### src/rtl/day1_pkg.sv
// Shared constants and types for the day-1 input parser.
// ASCII codes, parser states and the packed record handed to the accumulator.
package day1_pkg;

  localparam logic [7:0] CH_L  = 8'h4C;
  localparam logic [7:0] CH_R  = 8'h52;
  localparam logic [7:0] CH_LF = 8'h0A;
  localparam logic [7:0] CH_CR = 8'h0D;
  localparam logic [7:0] CH_SP = 8'h20;
  localparam logic [7:0] CH_0  = 8'h30;
  localparam logic [7:0] CH_9  = 8'h39;

  typedef enum logic [1:0] {
    S_OP,
    S_NUM,
    S_SKIP,
    S_DONE
  } state_t;

  typedef struct packed {
    logic [7:0]  op;
    logic [23:0] val;
  } rec_t;

  function automatic logic is_digit(input logic [7:0] c);
    return (c >= CH_0) && (c <= CH_9);
  endfunction

  function automatic logic is_op(input logic [7:0] c);
    return (c == CH_L) || (c == CH_R);
  endfunction

  function automatic logic is_blank(input logic [7:0] c);
    return (c == CH_LF) || (c == CH_CR) || (c == CH_SP);
  endfunction

endpackage

### src/rtl/day1_line_parser_dec_accum.sv
// Decimal accumulator: shift-add digit entry, overflow flag, digit counter.
// Outputs reflect this cycle's update so the parser can flush on in_last.
module dec_accum #(
  parameter int VAL_W      = 24,
  parameter int MAX_DIGITS = 8,
  parameter int ND_W       = $clog2(MAX_DIGITS + 1)
) (
  input  logic             clk,
  input  logic             rst,
  input  logic             clr,
  input  logic             dig_en,
  input  logic [3:0]       dig,
  output logic [VAL_W-1:0] val,
  output logic             ovf,
  output logic [ND_W-1:0]  ndig
);

  localparam int AW = VAL_W + 4;
  localparam logic [AW-1:0] MAXV = {4'b0, {VAL_W{1'b1}}};
  localparam logic [ND_W-1:0] ND_MAX = ND_W'(MAX_DIGITS);

  logic [AW-1:0]   acc_q, acc_d, sum;
  logic            ovf_q, ovf_d;
  logic [ND_W-1:0] nd_q, nd_d;

  // acc*10 + d; four guard bits keep one overflowing step visible
  assign sum = (acc_q << 3) + (acc_q << 1) + AW'(dig);

  always_comb begin
    acc_d = acc_q;
    ovf_d = ovf_q;
    nd_d  = nd_q;
    if (clr) begin
      acc_d = '0;
      ovf_d = 1'b0;
      nd_d  = '0;
    end else if (dig_en) begin
      acc_d = sum;
      ovf_d = ovf_q | (sum > MAXV) | (nd_q == ND_MAX);
      if (nd_q != ND_MAX) begin
        nd_d = nd_q + ND_W'(1);
      end
    end
  end

  always_ff @(posedge clk or posedge rst) begin
    if (rst) begin
      acc_q <= '0;
      ovf_q <= 1'b0;
      nd_q  <= '0;
    end else begin
      acc_q <= acc_d;
      ovf_q <= ovf_d;
      nd_q  <= nd_d;
    end
  end

  assign val  = acc_d[VAL_W-1:0];
  assign ovf  = ovf_d;
  assign ndig = nd_d;

endmodule

### src/rtl/day1_line_parser.sv
// ASCII line parser feeding the day-1 dial accumulator.
// Turns "L68\n" style lines into {op, val} records; bad lines are counted.
module day1_line_parser
  import day1_pkg::*;
#(
  parameter int VAL_W      = 24,
  parameter int MAX_DIGITS = 8,
  parameter int ERR_W      = 16
) (
  input  logic             clk,
  input  logic             rst,
  input  logic             in_valid,
  input  logic [7:0]       in_byte,
  input  logic             in_last,
  output logic             data_valid,
  output logic [31:0]      data,
  output logic [31:0]      lines_out,
  output logic [ERR_W-1:0] err_count,
  output logic             done
);

  localparam int ND_W = $clog2(MAX_DIGITS + 1);

  state_t          state, state_nxt;
  logic [7:0]      op_q;
  logic            emit, err_inc, op_ld;
  logic            clr, dig_en, good;
  logic [VAL_W-1:0] val_nxt;
  logic            ovf_nxt;
  logic [ND_W-1:0] ndig_nxt;
  rec_t            rec;

  dec_accum #(
    .VAL_W     (VAL_W),
    .MAX_DIGITS(MAX_DIGITS),
    .ND_W      (ND_W)
  ) u_acc (
    .clk   (clk),
    .rst   (rst),
    .clr   (clr),
    .dig_en(dig_en),
    .dig   (in_byte[3:0]),
    .val   (val_nxt),
    .ovf   (ovf_nxt),
    .ndig  (ndig_nxt)
  );

  assign good = (ndig_nxt != '0) && !ovf_nxt;
  assign rec  = '{op: op_q, val: 24'(val_nxt)};

  always_ff @(posedge clk or posedge rst) begin
    if (rst) state <= S_OP;
    else     state <= state_nxt;
  end

  always_comb begin
    state_nxt = state;
    emit      = 1'b0;
    err_inc   = 1'b0;
    op_ld     = 1'b0;
    clr       = 1'b0;
    dig_en    = 1'b0;
    if (in_valid) begin
      unique case (state)
        S_OP: begin
          unique case (1'b1)
            is_op(in_byte): begin
              op_ld     = 1'b1;
              clr       = 1'b1;
              state_nxt = S_NUM;
            end
            is_blank(in_byte): ;
            default: begin
              err_inc   = 1'b1;
              state_nxt = S_SKIP;
            end
          endcase
        end
        S_NUM: begin
          unique case (1'b1)
            is_digit(in_byte): dig_en = 1'b1;
            in_byte == CH_CR: ;
            in_byte == CH_LF: begin
              emit      = good;
              err_inc   = !good;
              state_nxt = S_OP;
            end
            default: begin
              err_inc   = 1'b1;
              state_nxt = S_SKIP;
            end
          endcase
        end
        S_SKIP: begin
          if (in_byte == CH_LF) state_nxt = S_OP;
        end
        S_DONE: ;
      endcase
      // end of stream closes any line still collecting digits
      if (in_last && state != S_DONE) begin
        if (state_nxt == S_NUM) begin
          emit    = good;
          err_inc = !good;
        end
        state_nxt = S_DONE;
      end
    end
  end

  always_ff @(posedge clk or posedge rst) begin
    if (rst) begin
      data_valid <= 1'b0;
      data       <= '0;
      lines_out  <= '0;
      err_count  <= '0;
      op_q       <= '0;
    end else begin
      data_valid <= emit;
      if (emit) begin
        data      <= rec;
        lines_out <= lines_out + 32'd1;
      end
      if (err_inc && err_count != '1) begin
        err_count <= err_count + ERR_W'(1);
      end
      if (op_ld) op_q <= in_byte;
    end
  end

  assign done = (state == S_DONE);

endmodule

### config.mk
export PLATFORM = sky130hd
export DESIGN_NAME = day1_line_parser
export DESIGN_NICKNAME = d
export VERILOG_FILES = /design/src/rtl/day1_pkg.sv /design/src/rtl/day1_line_parser_dec_accum.sv /design/src/rtl/day1_line_parser.sv
export SDC_FILE = /design/constraint.sdc
export NUM_CORES = 1
export LEC_CHECK = 0
export CAP_MARGIN = 0
export CORE_MARGIN = 3
export CORE_UTILIZATION = 60
export DETAILED_ROUTE_END_ITERATION = 7
export DONT_BUFFER_PORTS = 1
export PLACE_DENSITY = 0.77
export SLEW_MARGIN = 20
export SYNTH_ARGS = -nofsm -noshare
export SYNTH_HDL_FRONTEND = slang
export SYNTH_SLANG_ARGS = --single-unit
### constraint.sdc
create_clock -name clk -period 6.53 [get_ports clk]
set_clock_uncertainty 0.05 [all_clocks]
set_input_delay 1.959 -clock clk [delete_from_list [all_inputs] [get_ports clk]]
set_output_delay 1.959 -clock clk [all_outputs]
set_load 0.005 [all_outputs]
; ---- Yosys cells after proc, flatten, opt, wreduce, memory -nomap -nowiden
; Index checks and enable logic that the tools add are counted.
[word_totals]
register_bits = 123
input_bits = 12
output_inout_bits = 82
[op_classes]
add_sub_neg = 5
order_cmp = 3
n_eq_ne = 13
n_mux = 30
bitwise_logic = 2
reduce_logical = 14
[ops]
columns = cell, count
row1 = two-way mux 27 bit, 2
row2 = adder 32 x 1 -> 32 bit (second input constant), 1
row3 = adder 28 bit, 1
row4 = adder 28 x 4 -> 28 bit, 1
row5 = > comparator 28 x 24 -> 1 bit (second input constant), 1
row6 = two-way mux 1 bit, 17
row7 = adder 16 x 1 -> 16 bit (second input constant), 1
row8 = == test 8 x 4 -> 1 bit (second input constant), 2
row9 = == test 8 x 7 -> 1 bit (second input constant), 2
row10 = inequality test 16 bit (second input constant), 1
row11 = two-way mux 4 bit, 3
row12 = == test 8 x 6 -> 1 bit (second input constant), 1
row13 = greater-or-equal comparator 8 x 6 -> 1 bit (second input constant), 1
row14 = <= comparator 8 x 6 -> 1 bit (second input constant), 1
row15 = case mux 2 bit (2 select lines), 2
row16 = two-way mux 2 bit, 3
row17 = case mux 2 bit (3 select lines), 1
row18 = adder 4 x 1 -> 4 bit (second input constant), 1
row19 = == test 2 x 1 -> 1 bit (second input constant), 2
row20 = == test 2 bit (second input constant), 2
row21 = == test 4 bit (second input constant), 1
row22 = logical AND 1 bit, 4
row23 = inequality test 4 bit (second input constant), 1
row24 = case mux 1 bit (2 select lines), 2
row25 = 8 further kinds, 13

; ---- Logic depth before layout (Yosys ltp)
[logic_depth]
ltp_word = 16
ltp_mapped = 17
ltp_nobuf = 15

; ---- By module
; From an unflattened synthesis, not the netlist that was laid out.
[hier_totals]
cells_unflattened = 759
area_unflattened_um2 = 7357.1
[modules_own_cells]
columns = mod, instances, cells_each, area_each_um2, seq_area_each_um2
row1 = day1_line_parser, 1, 411, 4261.6, 2277.2
row2 = dec_accum, 1, 348, 3095.5, 800.8

; ---- Worst setup path after synthesis
; No wires, ideal clock.
[synth_timing]
path_kind = input to register
start = input port in_byte[3]
end = register err_count[1]
arrival_time_ps = 5350
required_time_ps = 6355
slack_ps = 1006
cell_stages = 14
cell_sequence = inv_1 fa_1 inv_1 ha_1 a211oi_1 o21ai_1 a41oi_2 o41ai_2 a31oi_1 xnor2_1 o41ai_4 a21o_1 buf_4 mux2_2
[synth_via]
elab_chain_len = 16
elab_cells_between_ends = 44
[synth_rtl]
columns = item, line_no
row1 = "start, declared", day1_line_parser.sv:13  ; input logic [7:0] in_byte,
row2 = branches (longest 13 deep; another with adder 28 x 4 -> 28 bit), n/a
row3 = two-way mux 1 bit (*), day1_line_parser.sv:100  ; if (in_last && state != S_DONE) begin
row4 = two-way mux 1 bit (*), day1_line_parser.sv:63  ; if (in_valid) begin
row5 = logical AND 1 bit (*), day1_line_parser.sv:123  ; if (err_inc && err_count != '1) begin
row6 = "end signal, assigned", day1_line_parser.sv:124  ; err_count <= err_count + ERR_W'(1);
row7 = "end, declared", day1_line_parser.sv:18  ; output logic [ERR_W-1:0] err_count,
; Mark *: on every way between the ends. The select of a mux whose other input is x is not followed.
; A chain may end at the register's enable or synchronous reset.

; ---- Worst setup path in the final report
[layout_timing]
start = input port in_byte[3]
end = register lines_out[23]
[layout_via]
elab_chain_len = 14
elab_cells_between_ends = 40
[layout_rtl]
columns = item, line_no
row1 = branches (longest 12 deep; another with adder 28 x 4 -> 28 bit), n/a
row2 = two-way mux 1 bit (*), day1_line_parser.sv:100
row3 = two-way mux 1 bit (*), day1_line_parser.sv:63
row4 = "end signal, assigned", day1_line_parser.sv:121  ; lines_out <= lines_out + 32'd1;
row5 = "end, declared", day1_line_parser.sv:17  ; output logic [31:0] lines_out,
; Marked as above.

==> impl_metrics.toml <==
[run_status]
status = "finished, final reports clean"

[global_route]
grt_max_degree = 81
globalRouteTotalUtil_pct = 24.4
grt_pass1_wl_um = 25800
first_global_vias = 5401
grt_antenna_before_repair = 0
overflow = 0

[timing]
final_hold_viol_count = 0
hold-worst-slack_ps = 417
setup_viol = 0
post-route-period-util_pct = 86.7
relSlewSlack_pct = 35.8
setup_slack_ps = 871
maxSlewViolCount = 0
rsz0062_at_grt = "no"
period_needed_ps = 5660
worstMarginPinSlew_ps = 963
finalSetupTns_ps = 0
fmax_ghz = 0.177

[floorplan]
die_width_um = 114
coreArea_um2 = 11200
num_rows = 38
fp.dieArea_um2 = 13100
io_pins = 94
initial_core_util_pct = 63.1
die_h_um = 114

[setup_path]
crit_path_max_fanout = 36
r2r_start = "u_acc.acc_q[2]"
worst_r2r_path_depth = 15
crit_path_end = "lines_out[23]"
cp-end-kind = "flop"
crit_start = "in_byte[3]"
critPathKind = "in -> reg"
r2r_end = "lines_out[23]"
arrival_ps = 5920
cp.required_ps = 6790
start_kind = "primary input"
r2r_setup_slack_ps = 2070

[final_layout]
fin_util_pct = 69.1
seqCellArea_um2 = 3080
drive_gt1_share_pct = 7.28
syn2layout_area_growth_pct = 9.62
n_fill_cell = 886
diodes = 0
design_area_um2 = 7730
stdcell_count = 909
multi_input_area_um2 = 3750
layout.nets = 825

[synth]
syn_area_per_cell_um2 = 9.30
yosysSeqAreaShare_pct = 43.7
synthTopCellsByArea = "dfrtp_1, ha_1, nand2_1"
syn_area_um2 = 7050
synthArstFlopShare_pct = 100
synth_common_cells = "nand2_1, dfrtp_1, ha_1"
synthFlopType = "dfrtp_1"
synth_top_area_share_pct = 43.7
netlist_instances = 758
synth.net_count = 826
yosysWarnings = 0
ys_types = 58
synth.most_common_cell = "nand2_1"
ys_ff_latch = 123
synth_area_leader_cell = "dfrtp_1"
synth_edf_count = 0

[detailed_routing]
vias_per_cell = 6.00
drcViolationCount = 0
drt-total-wl_um = 15200
drt_iter0_markers = 342
dr.pass1.iters = 5
vias = 5457
detail-route-antenna-nets = 0
routedWlPerCell_um = 16.7

[place]
numPortBuffers = 0
place_inst = 878
placed_cell_area_um2 = 7140
hpwl_um = 11000
gp_congestion = 0.913
pre_cts_ws_ps = 491

[clock_network]
cts_setup_buffers = 0
path_clk_slew_ps = 60
cts.sinks = 123
clock_path_buffers = 2
cts_tree = "built"
h-tree-depth = 4
holdBufCountCts = 0
cts_root_buf = "clkbuf_16"
clk_latency_ps = 420
numCtsBuffers = 17
cts.repair.resized = 0

[job]
drv_cap = 0

[power]
total_power_mw = 1.74
peakVddDrop_v = 0.000280
powerDensity_nw_per_um2 = 226
p_leak_nw = 3.87

[min_path]
hp-class = "reg -> reg"
## final cells by class
class,count,share of cell area [%]
Tap cell,140,2.27
Timing Repair Buffer,8,0.777
Clock buffer,18,5.68
Sequential cell,123,39.8
Inverter,21,1.05
Clock inverter,13,1.88
Multi-Input combinational cell,586,48.5
## critical path: stages
cell and delay (ps):
inv_1 50, fa_1 600, inv_1 60, ha_1 290
a211oi_1 70, o21ai_1 240, a41oi_2 210, o41ai_2 540
a31oi_1 180, xnor2_1 200, o41ai_4 480, nand3_4 110
inv_2 460, nand3_1 210, xnor2_1 260
## worst min-delay path by stage
stage | endpoint | from | depth (start not counted) | slack [ps]
final | op_q[6] | op_q[6] | 1 | 420
after global routing | data[31] | op_q[7] | 2 | 450
after CTS | op_q[6] | op_q[6] | 1 | 420
after detailed placement | op_q[6] | op_q[6] | 1 | 400
after global placement | data[30] | op_q[6] | 2 | 400
after floorplan | data[30] | op_q[6] | 2 | 380
## cells in the final DEF (no fill, tap or decap), drive strengths merged, types with 3 or more instances in the layout
master	instances
ha	54
a21o	4
a211oi	4
and3	18
nor4	5
xor2	28
nand3	50
a21boi	3
o211ai	4
clkinv	7
inv	22
o21ai	48
nand2b	5
nand4	19
a31oi	7
o21a	7
o31ai	5
and2	8
a21oi	35
buf	8
mux2	6
nor2b	3
nor3	15
clkinvlp	3
clkbuf	18
dfrtp	123
xnor2	45
nand2	155
nor2	31
## routing by layer
| metal | vias to the layer above | wire length (um) | global-route usage (%) |
|---|---|---|---|
| li1 | 2648 | - | - |
| met1 | 2597 | 6760 | 32.0 |
| met2 | 187 | 7160 | 38.5 |
| met3 | 25 | 887 | 5.92 |
| met4 | 0 | 390 | 10.8 |
| met5 | - | 0 | 0 |
## state kept, by name (all words and copies together) (netlist names)
register,cells
u_acc.acc_q,27
err_count,16
lines_out,32
u_acc.nd_q,4
op_q,8
state,2
data,32
u_acc.ovf_q,1
data_valid,1
## cell families (layout without fill, tap and decap cells)
logic type | count (synthesis) | after routing | synth area share, %
flops | 123 | 123 | 43.7
buf+inv | 49 | 60 | 3.16
compound gates | 128 | 128 | 11.2
simple gates | 323 | 323 | 21.7
xor+xnor | 73 | 73 | 9.07
fa+ha+maj | 56 | 56 | 10.2
mux | 6 | 6 | 0.959
## where the power goes
| part | switching, mW | internal (mW) |
|---|---|---|
| registers | 0.0111 | 0.768 |
| clock network | 0.352 | 0.571 |
| logic | 0.0274 | 0.0135 |
| total | 0.390 | 1.35 |
(Power assumes the default switching activity.)
